### config.mk
export PLATFORM = sky130hd
export DESIGN_NAME = button_conditioner_flat
export DESIGN_NICKNAME = d
export VERILOG_FILES = /design/src/rtl/button_conditioner_if.sv /design/src/rtl/button_conditioner.sv /design/src/flat_wrapper.sv
export SDC_FILE = /design/constraint.sdc
export NUM_CORES = 1
export LEC_CHECK = 0
export BUFFER_PORTS_ARGS = -buffer_cell sky130_fd_sc_hd__clkbuf_2
export CAP_MARGIN = 0
export CORE_MARGIN = 4
export CORE_UTILIZATION = 64
export DETAILED_ROUTE_END_ITERATION = 10
export PLACE_DENSITY = 0.92
export SYNTH_ARGS = -nofsm -noshare
export SYNTH_HDL_FRONTEND = slang
export SYNTH_SLANG_ARGS = --single-unit
### constraint.sdc
create_clock -name clk -period 3.1 [get_ports clk]
set_input_delay 0.62 -clock clk [delete_from_list [all_inputs] [get_ports clk]]
set_output_delay 0.62 -clock clk [all_outputs]
set_load 0.01 [all_outputs]
### src/rtl/button_conditioner_if.sv
// Button bus: raw push-button inputs plus the conditioned
// level and one-hot pulse outputs.
interface button_conditioner_if;
    logic [3:0] btn_raw;
    logic [3:0] btn_pulse;
    logic [3:0] btn_level;

    modport master (
        output btn_raw,
        input  btn_pulse,
        input  btn_level
    );

    modport slave (
        input  btn_raw,
        output btn_pulse,
        output btn_level
    );
endinterface

### src/rtl/button_conditioner.sv
// Synchronise, debounce and auto-repeat four push-buttons, then
// serialise their events onto a registered one-hot pulse bus.
module button_conditioner #(
    parameter int DEBOUNCE_CYCLES = 250000,
    parameter int REPEAT_DELAY    = 25000000,
    parameter int REPEAT_PERIOD   = 5000000
) (
    input logic                 clk,
    input logic                 rst_n,
    button_conditioner_if.slave bus
);
    localparam int MAX_AB = (DEBOUNCE_CYCLES > REPEAT_DELAY)
                          ? DEBOUNCE_CYCLES : REPEAT_DELAY;
    localparam int MAX_P  = (MAX_AB > REPEAT_PERIOD)
                          ? MAX_AB : REPEAT_PERIOD;
    localparam int W = $clog2(MAX_P) + 1;

    localparam logic [W-1:0] ONE     = W'(1);
    localparam logic [W-1:0] DB_LAST = W'(DEBOUNCE_CYCLES - 1);

    logic [3:0]   meta;
    logic [3:0]   sync;
    logic [3:0]   level_d;
    logic [3:0]   pend;
    logic [3:0]   press;
    logic [3:0]   rep;
    logic [3:0]   ev;
    logic [3:0]   grant;
    logic [W-1:0] cnt [4];

    always_ff @(posedge clk or negedge rst_n) begin
        if (!rst_n) begin
            meta          <= '0;
            sync          <= '0;
            level_d       <= '0;
            bus.btn_level <= '0;
            for (int i = 0; i < 4; i++) begin
                cnt[i] <= '0;
            end
        end else begin
            meta    <= bus.btn_raw;
            sync    <= meta;
            level_d <= bus.btn_level;
            for (int i = 0; i < 4; i++) begin
                if (sync[i] == bus.btn_level[i]) begin
                    cnt[i] <= '0;
                end else if (cnt[i] == DB_LAST) begin
                    cnt[i]           <= '0;
                    bus.btn_level[i] <= sync[i];
                end else begin
                    cnt[i] <= cnt[i] + ONE;
                end
            end
        end
    end

    // rep_q fires on the edge where hold would reach the delay,
    // so repeats line up with the press pipeline.
    if (REPEAT_DELAY != 0) begin : g_rep
        localparam logic [W-1:0] DLY = W'(REPEAT_DELAY);
        localparam logic [W-1:0] RLD = W'(REPEAT_DELAY - REPEAT_PERIOD);

        logic [W-1:0] hold [4];
        logic [3:0]   rep_q;

        always_ff @(posedge clk or negedge rst_n) begin
            if (!rst_n) begin
                rep_q <= '0;
                for (int i = 0; i < 4; i++) begin
                    hold[i] <= '0;
                end
            end else begin
                for (int i = 0; i < 4; i++) begin
                    if (!bus.btn_level[i]) begin
                        hold[i]  <= '0;
                        rep_q[i] <= 1'b0;
                    end else if (hold[i] + ONE == DLY) begin
                        hold[i]  <= RLD;
                        rep_q[i] <= 1'b1;
                    end else begin
                        hold[i]  <= hold[i] + ONE;
                        rep_q[i] <= 1'b0;
                    end
                end
            end
        end

        assign rep = rep_q & bus.btn_level;
    end else begin : g_norep
        assign rep = '0;
    end

    assign press = bus.btn_level & ~level_d;
    assign ev    = press | rep;
    assign grant = pend & (~pend + 4'd1);

    // A new event on the granted bit outranks its clear.
    always_ff @(posedge clk or negedge rst_n) begin
        if (!rst_n) begin
            pend          <= '0;
            bus.btn_pulse <= '0;
        end else begin
            bus.btn_pulse <= grant;
            pend          <= (pend & ~grant) | ev;
        end
    end
endmodule
### src/flat_wrapper.sv
// flat-port wrapper written by rule: the top's interface ports become plain ports
module button_conditioner_flat 
#(
    parameter int DEBOUNCE_CYCLES = 250000,
    parameter int REPEAT_DELAY    = 25000000,
    parameter int REPEAT_PERIOD   = 5000000
)
  (clk, rst_n, bus_btn_raw, bus_btn_pulse, bus_btn_level);
  button_conditioner_if bus_i ();
  input logic clk;
  input logic rst_n;
  input wire logic [$bits(bus_i.btn_raw)-1:0] bus_btn_raw;
  output wire logic [$bits(bus_i.btn_pulse)-1:0] bus_btn_pulse;
  output wire logic [$bits(bus_i.btn_level)-1:0] bus_btn_level;
  assign bus_i.btn_raw = bus_btn_raw;
  assign bus_btn_pulse = bus_i.btn_pulse;
  assign bus_btn_level = bus_i.btn_level;
  button_conditioner #(.DEBOUNCE_CYCLES(DEBOUNCE_CYCLES), .REPEAT_DELAY(REPEAT_DELAY), .REPEAT_PERIOD(REPEAT_PERIOD)) u_core (.clk(clk), .rst_n(rst_n), .bus(bus_i));
endmodule
Word level (Yosys, flattened, before mapping)
Index checks and enable logic that the tools add are counted.
{"block": "word_totals", "reg_bits": 236, "latchBits": 0, "ram_bits": 0, "mem_bits_ro": 0, "input_bits": 6, "out_inout_bits": 8, "word_cells": 80, "mem_count": 0}
{"block": "op_classes", "n_addsub": 9, "n_mul": 0, "n_div": 0, "order_cmp": 0, "n_eq_ne": 12, "shifts": 0, "n_mux": 24, "bitwise": 13, "reduce_logical": 4}
{"operator": "26-bit two-way mux", "n": 16}
{"operator": "26-bit by 1-bit adder with 26-bit output, second input constant", "n": 8}
{"operator": "26-bit by 18-bit equality test with 1-bit output, second input constant", "n": 4}
{"operator": "26-bit by 25-bit equality test with 1-bit output, second input constant", "n": 4}
{"operator": "4-bit AND", "n": 4}
{"operator": "4-bit inverter", "n": 3}
{"operator": "1-bit two-way mux", "n": 8}
{"operator": "4-bit bitwise OR", "n": 2}
{"operator": "2-bit AND reduction", "n": 4}
{"operator": "4-bit by 1-bit adder with 4-bit output, second input constant", "n": 1}
{"operator": "1-bit equality test", "n": 4}
{"operator": "1-bit inverter", "n": 4}

Depth between registers and ports, before layout
{"block": "logic_depth", "depth_word": 6, "mapped_depth": 9, "mapped_depth_nobuf": 8}

Worst setup path before layout
No wires, ideal clock.
{"block": "synth_timing", "kind": "flip-flop to flip-flop", "startpoint": "register u_core.g_rep.hold[5] (netlist name)", "endpoint": "register u_core.g_rep.hold[10] (netlist name)", "setup_ns": 0.084, "arrival_ns": 2.495, "required_time_ns": 3.016, "setup_slack_ns": 0.521, "stages_incl_launch_ff": 9, "path_buffers": 1, "synth_period_minus_slack_ns": 2.579, "path_cell_list": "dfrtp_1 > buf_2 > nand4_1 > nor3_1 > nand2_1 > nor3_1 > mux2_2 > or4_1 > o21ai_0"}
{"block": "synth_between", "elab_chain_cells": 4}
{"element": "start, declared", "line": "button_conditioner.sv:63", "rtl": "logic [W-1:0] hold [4];"}
{"element": "start signal, assigned by index", "line": "button_conditioner.sv:81", "rtl": "hold[i] <= hold[i] + ONE;"}
{"element": "26-bit by 1-bit adder with 26-bit output (*)", "line": "button_conditioner.sv:77, button_conditioner.sv:81"}
{"element": "26-bit by 25-bit equality test with 1-bit output", "line": "button_conditioner.sv:77", "rtl": "end else if (hold[i] + ONE == DLY) begin"}
{"element": "26-bit two-way mux (*)", "line": "button_conditioner.sv:77"}
{"element": "26-bit two-way mux (*)", "line": "button_conditioner.sv:74", "rtl": "if (!bus.btn_level[i]) begin"}
Every way passes the cells marked *; elsewhere a longest branch is shown, timed or not.
A chain may end at the register's enable or synchronous reset.

Final worst setup path
{"block": "layout_timing", "startpoint": "register u_core.g_rep.hold[52] (netlist name)", "endpoint": "register u_core.g_rep.hold[70] (netlist name)"}
Same word-level chain as after synthesis.

==> flow_metrics.py <==
metrics = {
    "outcome": {
        "status": "completed",
    },
    "synthesis": {
        "ys_seq_elements": 236,
        "netlist_instances": 1261,
        "ys_warn_count": 0,
        "synth-compound-area-share_pct": 4.14,
        "synth_top_family_by_area": "simple AND/OR/NAND/NOR gates",
        "synthXorXnorAreaFrac_pct": 14.6,
        "synth_top_flop_cell": "dfrtp_1",
        "yosys.area_share.adder_pct": 0.832,
        "synth_edf_count": 0,
        "synth_simple_gate_area_share_pct": 27.8,
        "seq_area_frac_synth_pct": 49.1,
        "syn_nets": 1275,
        "async_flop_share_pct": 100,
        "muxShareOfSynthArea_pct": 0.770,
        "synth_cell_types": 64,
        "syn_area_mm2": 0.0120,
        "syn_area_per_cell_um2": 9.54,
    },
    "pwr": {
        "cellPowerDensity_mw_per_mm2": 468,
        "peakVddDrop_mv": 0.460,
        "power_leakage_nw": 5.48,
    },
    "timing": {
        "finalHoldViolCount": 0,
        "period_share_pct": 92.1,
        "tns_ps": 0,
        "setup_violations": 0,
        "fmax_mhz": 350,
        "slew_headroom_pct": 50.6,
        "worst_pin_slew_ps": 735,
        "maxSlewViolCount": 0,
        "fin_ws_ps": 244,
        "fin_crit_ps": 2860,
        "rsz0062_at_grt": "no",
        "fin_skew_ps": 15.9,
        "hold_ws_ps": 92.5,
    },
    "setup_path": {
        "arrival_ps": 3270,
        "cp.required_ps": 3520,
        "start_kind": "flip-flop",
        "path_class": "flip-flop to flip-flop",
        "worstPathMaxFanout": 7,
        "cp-end-kind": "flip-flop",
    },
    "routing": {
        "drtIter0Drc": 652,
        "wl_per_cell_um": 16.0,
        "wl_met1_um": 10500,
        "drt-pass1-iter-count": 5,
        "vias": 9160,
        "drc": 0,
        "vias_per_cell": 6.05,
        "wl_met3_um": 1210,
        "wl_met2_um": 11700,
        "routed_wl_um": 24200,
        "antenna_left": 0,
        "top_layer_used": "met4",
    },
    "cts": {
        "cts_setup_buffers": 0,
        "cts.sinks": 236,
        "clk_latency_ps": 540,
        "clk_pin_slew_ps": 60,
        "postCtsResizedCells": 0,
        "cts_tree": "done",
        "cts_max_path_buffers": 3,
        "cts-htree-levels": 1,
        "ctsRootBufferMaster": "clkbuf_16",
        "hold_buffers": 0,
        "cts_made_buffers": 25,
    },
    "global_routing": {
        "grt_pass1_vias": 9044,
        "grt_pass1_wl_um": 42500,
        "grtUsageTotal_pct": 23.3,
        "antenna_found_initial": 0,
        "grt_start_max_net_pins": 86,
        "grt_overflow": 0,
    },
    "flow_run": {
        "max-cap-violations": 0,
    },
    "floorplan": {
        "core_area_mm2": 0.0182,
        "die-area_mm2": 0.0211,
        "initial_core_util_pct": 66.1,
        "boundaryPins": 14,
        "rows": 49,
        "die_w_um": 145,
        "fp.dieH_um": 145,
    },
    "placement": {
        "place.gp.congestion": 0.929,
        "port_buffers": 13,
        "dp_hpwl_um": 15800,
        "dp_cells": 1467,
        "pre_cts_slack_ps": 253,
    },
    "finish": {
        "layout_common_cells": "dfrtp_1 (236), nor2_1 (222), xor2_1 (104), xnor2_1 (96), nand3_1 (96)",
        "final_common_cell": "dfrtp_1",
        "drive_gt1_share_pct": 7.09,
        "diodes": 0,
        "area_delta_synth_final_pct": 9.12,
        "final_cells": 1513,
        "final.fill_count": 1257,
        "layout.nets": 1279,
    },
    "worst_hold_path": {
        "worst_hold_path_type": "input port to async pin",
    },
}
-- stage by stage --
stage | total power, mW | utilization (%) | cell area [um2]
4_1_cts | 6.20 | 72.1 | 13100
3_5_place_dp | 3.29 | 67.6 | 12300
5_1_grt | 6.34 | 72.1 | 13100
6_report | 6.14 | 72.1 | 13100
2_1_floorplan | 3.21 | - | 12000
3_3_place_gp | 3.29 | 67.6 | 12300
-- synthesized netlist by cell type, drive strengths merged, types with 14 or more instances --
cell type  number  area share [%]
xnor2          96             7.0
and2           21             1.1
nor2          222             6.9
and4           14             1.0
nand2          91             2.8
nand3          98             4.2
inv            29            0.90
o21ai          25             1.1
xor2          104             7.6
nor4           29             2.1
nor3           25             1.1
dfrtp         236              49
clkbuf         37             1.2
and3           31             1.6
buf            14            0.61
nand4          57             3.0
-- area by class of cell --
type | instances | area [um2] | area share, %
Tap cell | 229 | 287 | 2.18
Multi-Input combinational cell | 944 | 5790 | 44.1
Inverter | 30 | 113 | 0.858
Clock inverter | 10 | 60.1 | 0.458
Timing Repair Buffer | 28 | 213 | 1.62
Clock buffer | 36 | 757 | 5.77
Sequential cell | 236 | 5910 | 45.0
-- state kept, by name, summed over array words and instances, names as in the netlist --
name	cells
u_core.g_rep.rep_q	4
u_core.bus.btn_pulse	4
u_core.level_d	4
u_core.bus.btn_level	4
u_core.g_rep.hold	104
u_core.meta	4
u_core.pend	4
u_core.sync	4
u_core.cnt	104
-- metal layers --
layer	GRT usage [%]	vias to the layer above
li1	-	4339
met1	31.4	4480
met2	38.6	274
met3	3.77	67
met4	8.12	0
met5	0	-
-- worst max-delay path, stage by stage, from the launching register on --
cell and delay [ps]:
dfrtp_1 440, ha_1 310, nand3_1 250, nor3_1 420, nand3_1 140, a2111oi_0 440, nand4_1 320, nand2_1 310
nor2_1 80
-- path summary, 6_finish.rpt --
kind	from	endpoint	slack, ps	depth (start not counted)
max	u_core.g_rep.hold[52]	u_core.g_rep.hold[70]	240	8
min	rst_n	u_core.pend[0]	90	1
max reg2reg	u_core.g_rep.hold[52]	u_core.g_rep.hold[70]	240	8
min reg2reg	u_core.meta[1]	u_core.sync[1]	350	0
max in group asynchronous	rst_n	u_core.g_rep.hold[67]	2210	2
min in group clk	bus_btn_raw[2]	u_core.meta[2]	190	1
-- cell families (layout without fill, tap and decap cells) --
| group | Yosys count | after routing |
|---|---|---|
| xor gates and xnor gates | 200 | 200 |
| DFF | 236 | 236 |
| adders and majority gates | 8 | 8 |
| and+or+nand+nor | 654 | 654 |
| buffers and inverters | 81 | 104 |
| muxes | 9 | 9 |
| AOI/OAI and AO/OA | 73 | 73 |
-- where the power goes --
part	switching (mW)	total, mW	internal (mW)
sequential	0.0137	3.11	3.10
clock	1.21	2.91	1.70
combinational	0.0938	0.122	0.0280
total	1.32	6.14	4.82
Note: power is estimated with default switching activity, not from simulation.
